[src/rtl/serial_mmio_port_pkg.sv]
// Shared definitions for the serial MMIO port: register map, status layout and TX FSM states.
package serial_mmio_port_pkg;

  localparam logic REG_DATA   = 1'b0;
  localparam logic REG_STATUS = 1'b1;

  localparam int unsigned ST_RX_AVAIL  = 0;
  localparam int unsigned ST_TX_READY  = 1;
  localparam int unsigned ST_OVERRUN   = 2;
  localparam int unsigned ST_COUNT_LSB = 8;

  localparam int unsigned BUSY_TIMEOUT = 16;

  typedef enum logic [1:0] {
    TX_IDLE      = 2'd0,
    TX_START     = 2'd1,
    TX_WAIT_BUSY = 2'd2,
    TX_DRAIN     = 2'd3
  } tx_state_e;

endpackage

[src/rtl/serial_mmio_port_rx_fifo.sv]
// Byte FIFO with first-word-fall-through head; a pop frees a slot for a simultaneous push.
module serial_rx_fifo
  import serial_mmio_port_pkg::*;
#(
  parameter int unsigned DEPTH_LOG2 = 4
) (
  input  logic                  clk,
  input  logic                  rst,
  input  logic                  push_i,
  input  logic                  pop_i,
  input  logic [7:0]            din_i,
  output logic [7:0]            head_o,
  output logic                  full_o,
  output logic                  empty_o,
  output logic                  overflow_o,
  output logic [DEPTH_LOG2:0]   count_o
);

  localparam int unsigned DEPTH = 2 ** DEPTH_LOG2;

  logic [7:0]            mem_q [DEPTH];
  logic [DEPTH_LOG2-1:0] wr_ptr_q;
  logic [DEPTH_LOG2-1:0] rd_ptr_q;
  logic [DEPTH_LOG2:0]   count_q;
  logic                  do_push;
  logic                  do_pop;

  assign empty_o    = (count_q == '0);
  // Count never exceeds DEPTH, so its MSB alone flags full.
  assign full_o     = count_q[DEPTH_LOG2];
  assign do_pop     = pop_i & ~empty_o;
  assign do_push    = push_i & (~full_o | do_pop);
  assign overflow_o = push_i & full_o & ~do_pop;
  assign head_o     = mem_q[rd_ptr_q];
  assign count_o    = count_q;

  always_ff @(posedge clk) begin
    if (do_push) begin
      mem_q[wr_ptr_q] <= din_i;
    end
  end

  always_ff @(posedge clk or posedge rst) begin
    if (rst) begin
      wr_ptr_q <= '0;
      rd_ptr_q <= '0;
      count_q  <= '0;
    end else begin
      if (do_push) wr_ptr_q <= wr_ptr_q + 1'b1;
      if (do_pop)  rd_ptr_q <= rd_ptr_q + 1'b1;
      unique case ({do_push, do_pop})
        2'b10:   count_q <= count_q + 1'b1;
        2'b01:   count_q <= count_q - 1'b1;
        default: count_q <= count_q;
      endcase
    end
  end

endmodule

[src/rtl/serial_mmio_port.sv]
// CPU-side serial window: buffered RX with status register, single-byte TX holding register and start sequencer.
module serial_mmio_port
  import serial_mmio_port_pkg::*;
#(
  parameter int unsigned RX_DEPTH_LOG2 = 4,
  parameter int unsigned START_HOLD    = 4
) (
  input  logic        clk,
  input  logic        rst,
  input  logic        ce_i,
  input  logic        we_i,
  input  logic        addr_i,
  input  logic [31:0] data_i,
  output logic [31:0] data_o,
  output logic        stall_o,
  input  logic [7:0]  rx_data_i,
  input  logic        rx_ready_i,
  output logic [7:0]  tx_data_o,
  output logic        tx_start_o,
  input  logic        tx_busy_i
);

  localparam int unsigned CNT_W = 5;

  logic                   rx_ready_q;
  logic                   overrun_q;
  logic                   overrun_d;
  logic [7:0]             hold_q;
  logic                   hold_valid_q;
  logic [7:0]             tx_data_q;
  logic                   tx_start_q;
  logic [CNT_W-1:0]       cnt_q;
  tx_state_e              state_q;

  logic                   rx_push;
  logic                   rd_data;
  logic                   rd_status;
  logic                   wr_data;
  logic                   wr_accept;
  logic [7:0]             rx_head;
  logic                   rx_full;
  logic                   rx_empty;
  logic                   rx_overflow;
  logic [RX_DEPTH_LOG2:0] rx_count;
  logic [31:0]            status_word;
  logic                   unused_data_hi;

  assign rx_push   = rx_ready_i & ~rx_ready_q;
  assign rd_data   = ce_i & ~we_i & (addr_i == REG_DATA);
  assign rd_status = ce_i & ~we_i & (addr_i == REG_STATUS);
  assign wr_data   = ce_i & we_i & (addr_i == REG_DATA);
  assign wr_accept = wr_data & ~hold_valid_q;
  assign stall_o   = wr_data & hold_valid_q;
  assign unused_data_hi = ^data_i[31:8];

  serial_rx_fifo #(
    .DEPTH_LOG2 (RX_DEPTH_LOG2)
  ) u_rx_fifo (
    .clk        (clk),
    .rst        (rst),
    .push_i     (rx_push),
    .pop_i      (rd_data),
    .din_i      (rx_data_i),
    .head_o     (rx_head),
    .full_o     (rx_full),
    .empty_o    (rx_empty),
    .overflow_o (rx_overflow),
    .count_o    (rx_count)
  );

  always_comb begin
    status_word = '0;
    status_word[ST_COUNT_LSB +: 8] = 8'(rx_count);
    status_word[ST_OVERRUN]        = overrun_q;
    status_word[ST_TX_READY]       = ~hold_valid_q;
    status_word[ST_RX_AVAIL]       = ~rx_empty;
  end

  always_comb begin
    data_o = '0;
    if (rd_data && !rx_empty) begin
      data_o = {24'b0, rx_head};
    end else if (rd_status) begin
      data_o = status_word;
    end
  end

  // A fresh overrun in the same cycle as a STATUS read must survive the clear.
  assign overrun_d = rx_overflow | (overrun_q & ~rd_status);

  always_ff @(posedge clk or posedge rst) begin
    if (rst) begin
      rx_ready_q <= 1'b0;
      overrun_q  <= 1'b0;
    end else begin
      rx_ready_q <= rx_ready_i;
      overrun_q  <= overrun_d;
    end
  end

  always_ff @(posedge clk or posedge rst) begin
    if (rst) begin
      state_q      <= TX_IDLE;
      cnt_q        <= '0;
      hold_q       <= '0;
      hold_valid_q <= 1'b0;
      tx_data_q    <= '0;
      tx_start_q   <= 1'b0;
    end else begin
      if (wr_accept) begin
        hold_q       <= data_i[7:0];
        hold_valid_q <= 1'b1;
      end
      unique case (state_q)
        TX_IDLE: begin
          if (hold_valid_q) begin
            tx_data_q    <= hold_q;
            hold_valid_q <= 1'b0;
            cnt_q        <= '0;
            tx_start_q   <= 1'b1;
            state_q      <= TX_START;
          end
        end
        TX_START: begin
          if (cnt_q == CNT_W'(START_HOLD - 1)) begin
            tx_start_q <= 1'b0;
            cnt_q      <= '0;
            state_q    <= TX_WAIT_BUSY;
          end else begin
            cnt_q <= cnt_q + 1'b1;
          end
        end
        TX_WAIT_BUSY: begin
          if (tx_busy_i || cnt_q == CNT_W'(BUSY_TIMEOUT - 1)) begin
            state_q <= TX_DRAIN;
          end else begin
            cnt_q <= cnt_q + 1'b1;
          end
        end
        TX_DRAIN: begin
          if (!tx_busy_i) begin
            state_q <= TX_IDLE;
          end
        end
        default: state_q <= TX_IDLE;
      endcase
    end
  end

  assign tx_data_o  = tx_data_q;
  assign tx_start_o = tx_start_q;

endmodule

[config.mk]
export PLATFORM = sky130hd
export DESIGN_NAME = serial_mmio_port
export DESIGN_NICKNAME = d
export VERILOG_FILES = /design/src/rtl/serial_mmio_port_pkg.sv /design/src/rtl/serial_mmio_port_rx_fifo.sv /design/src/rtl/serial_mmio_port.sv
export SDC_FILE = /design/constraint.sdc
export NUM_CORES = 1
export LEC_CHECK = 0
export CAP_MARGIN = 20
export CELL_PAD_IN_SITES_DETAIL_PLACEMENT = 0
export CELL_PAD_IN_SITES_GLOBAL_PLACEMENT = 1
export CORE_MARGIN = 10
export CORE_UTILIZATION = 30
export CTS_CLUSTER_DIAMETER = 60
export CTS_CLUSTER_SIZE = 14
export DETAILED_ROUTE_END_ITERATION = 8
export PLACE_DENSITY_LB_ADDON = 0.1
export SKIP_LAST_GASP = 1
export SLEW_MARGIN = 20
export SYNTH_ARGS = -nofsm -noshare
export SYNTH_HDL_FRONTEND = slang
export SYNTH_HIERARCHICAL = 1
export SYNTH_SLANG_ARGS = --single-unit
export TNS_END_PERCENT = 30
[constraint.sdc]
create_clock -name clk -period 3.2 [get_ports clk]
set_input_delay 0.32 -clock clk [delete_from_list [all_inputs] [get_ports clk]]
set_output_delay 0.32 -clock clk [all_outputs]
set_load 0.05 [all_outputs]
==> impl_metrics.yaml <==
drt:
  num_vias: 3770
  dr.pass1.iters: 4
  wl_met1_mm: 7.034
  wl_met3_um: 779
  dr.max_layer_used: "met5"
  wl_met2_mm: 7.781
  drc: 0
  antenna_left: 0
  wl_mm: 15.79
  drt_iter0_markers: 237
  via_per_inst: 4.504
  wire_per_inst_um: 18.87
placed_design:
  dp_hpwl_mm: 10.41
  gp_congestion: 0.6986
  port_buffers: 45
  place_inst: 805
  pre_cts_slack_ns: 0.4258
worst_setup_path:
  r2r_slack_ns: 0.93
  crit_fanout: 16
  worstSetupPathType: "flip-flop to primary output"
  ff2ff_path_depth: 9
  worst_r2r_endpoint: "u_rx_fifo/count_o[4]$_DFFE_PP0P_"
  start_kind: "flip-flop"
  crit_path_end_kind: "primary output"
  cp.arrival_ns: 2.65
  crit_required_ns: 2.88
  r2r_start: "u_rx_fifo/count_o[1]$_DFFE_PP0P_"
global_routing:
  track_usage_pct: 10.56
  grt_pass1_wl_mm: 24.37
  grt_pass1_vias: 4004
  grt_max_degree: 36
  antenna_found_initial: 1
  overflow: 0
timing:
  relSlewSlack_pct: 47.54
  period_share_pct: 92.84
  drv_slew: 0
  fin_setup_tns_ns: 0
  rsz0062_at_grt: "no"
  min_period_ns: 2.971
  worst_slew_pin_slew_ns: 0.7826
  fmaxAchievable_ghz: 0.3366
  fin_skew_ns: 0.009969
  setup_viol: 0
  finalHoldViolCount: 0
  final.setup.worst_slack_ns: 0.2291
clocking:
  clock_sinks: 168
  clk_pin_slew_worst_paths_ns: 0.07
  numCtsBuffers: 17
  post_cts_resized: 0
  cts_max_level: 4
  clockBufferDepth: 2
  holdBufCountCts: 0
  post-cts-setup-buffer-count: 0
  clockRootBuffer: "clkbuf_16"
  clkLatencyLatePin_ns: 0.42
  cts_tree: "yes"
synth:
  post_synth_num_cell_types: 49
  syn_area_um2: 7228
  avgSynthCellArea_um2: 16.65
  synthCells: 434
  ys_async_sr_fraction_pct: 23.81
  synth_seq_cells: 168
  synth_top_cell_by_area: "edfxtp_1"
  ys_seq_area_share_pct: 67.02
  synth_ff_type: "edfxtp_1"
  ys_top_cells_by_area: "edfxtp_1 (53%), dfrtp_1 (14%), mux4_2 (5.9%)"
  synth_edf_count: 128
  yosysWarningCount: 6
  synth_top_area_share_pct: 53.18
floorplan:
  rows: 56
  initial_core_util_pct: 30.61
  die_x_um: 175.2
  num_io_pins: 89
  die_h_um: 175.2
  die_area_um2: 30700
  design.core.area_um2: 23610
power_and_ir_drop:
  p_leak_nw: 3.165
  cellPowerDensity_nw_per_um2: 840.2
  irDropWorstVdd_uv: 338.9
  p_total_mw: 7.304
layout:
  final_common_cell: "edfxtp_1"
  nets: 567
  finalNonFillerCells: 837
  drive_gt1_share_pct: 21.43
  syn_to_final_growth_pct: 20.25
  layout_common_cells: "edfxtp_1 (128), dfrtp_1 (39), clkdlybuf4s50_1 (37)"
  diodes: 0
hold_path:
  holdCritPathClass: "input port to asynchronous set/reset pin"
flow_run:
  cap_viol_max_count: 0
status:
  outcome: "completed"
per-layer routing:
layer  up-vias  GRT usage [%]
met1      1933          13.03
met4         2          3.603
met5         -              0
li1       1753              -
met3        13          3.104
met2        69          17.30
critical path: stages (launching register included):
cell,delay (ns)
dfrtp_4,0.61
buf_4,0.22
mux4_1,0.54
a22oi_1,0.28
nand2_1,0.15
nand2_1,0.10
o21ai_0,0.10
buf_4,0.21
sequential cells by signal, summed over array words and instances (netlist names), 2 cells and up:
name	count
cnt_q	5
u_rx_fifo/wr_ptr_q	4
tx_data_o	8
u_rx_fifo/mem_q	128
hold_q	8
u_rx_fifo/count_o	5
u_rx_fifo/rd_ptr_q	4
state_q	2
power by group:
part | leakage (nW) | internal, mW | switching [mW]
registers | 1.64 | 2.63 | 0.276
logic | 1.22 | 0.991 | 1.20
clock network | 0.312 | 1.27 | 0.927
total | 3.17 | 4.90 | 2.41
cells by family (layout without fill, tap and decap cells):
family / count (synthesis) / in the layout / synth area share, %
DFF: 168 / 168 / 67.02
and+or+nand+nor: 92 / 92 / 6.457
muxes: 52 / 52 / 13.74
buffers and inverters: 50 / 116 / 4.552
AOI/OAI and AO/OA: 44 / 44 / 4.120
adders and majority gates: 15 / 15 / 2.597
xor gates and xnor gates: 12 / 12 / 1.454
other: 1 / 19 / 0.05188
layout make-up:
cell class	instances	area, µm²
Clock inverter	14	202.7
Sequential cell	168	4848
Inverter	12	45.04
Clock buffer	18	429.2
Timing Repair Buffer	72	645.6
Multi-Input combinational cell	234	2122
Fill cell	2262	14920
Tap cell	319	399.1
how the worst max path moves through the flow:
stage | depth (start not counted) | to | slack, ns | startpoint
floorplan | 14 | u_rx_fifo/count_o[4]$_DFFE_PP0P_ | 0.61 | we_i
global placement | 13 | u_rx_fifo/count_o[4]$_DFFE_PP0P_ | 0.43 | we_i
detailed placement | 13 | u_rx_fifo/count_o[4]$_DFFE_PP0P_ | 0.43 | we_i
CTS | 7 | data_o[0] | 0.1 | u_rx_fifo/rd_ptr_q[0]$_DFFE_PP0P_
global route | 7 | data_o[0] | 0.05 | u_rx_fifo/rd_ptr_q[0]$_DFFE_PP0P_
finish | 7 | data_o[1] | 0.23 | u_rx_fifo/rd_ptr_q[0]$_DFFE_PP0P_
cell usage after synthesis (all sizes together) (2+ instances only):
cell type	count
a21o	3
a21oi	4
a22oi	16
and2	13
buf	31
clkbuf	4
clkdlybuf4s25	3
dfrtp	40
edfxtp	128
ha	15
inv	12
mux2	19
mux4	32
nand2	25
nand2b	5
nand3	5
nand4	2
nor2	22
nor2b	4
nor3	8
o21ai	12
o31ai	3
or2	2
xnor2	6
xor2	6
per-stage QoR:
step                hold slack (ns)  instance area, µm²  utilization (%)
floorplan                    0.1970                7296                -
detailed placement           0.4742                8058            34.12
global route                 0.3519                8692            36.81
global placement             0.4769                8058            34.12
CTS                          0.3033                8690            36.80
finish                       0.3064                8692            36.81
Note: power is estimated with default switching activity, not from simulation.
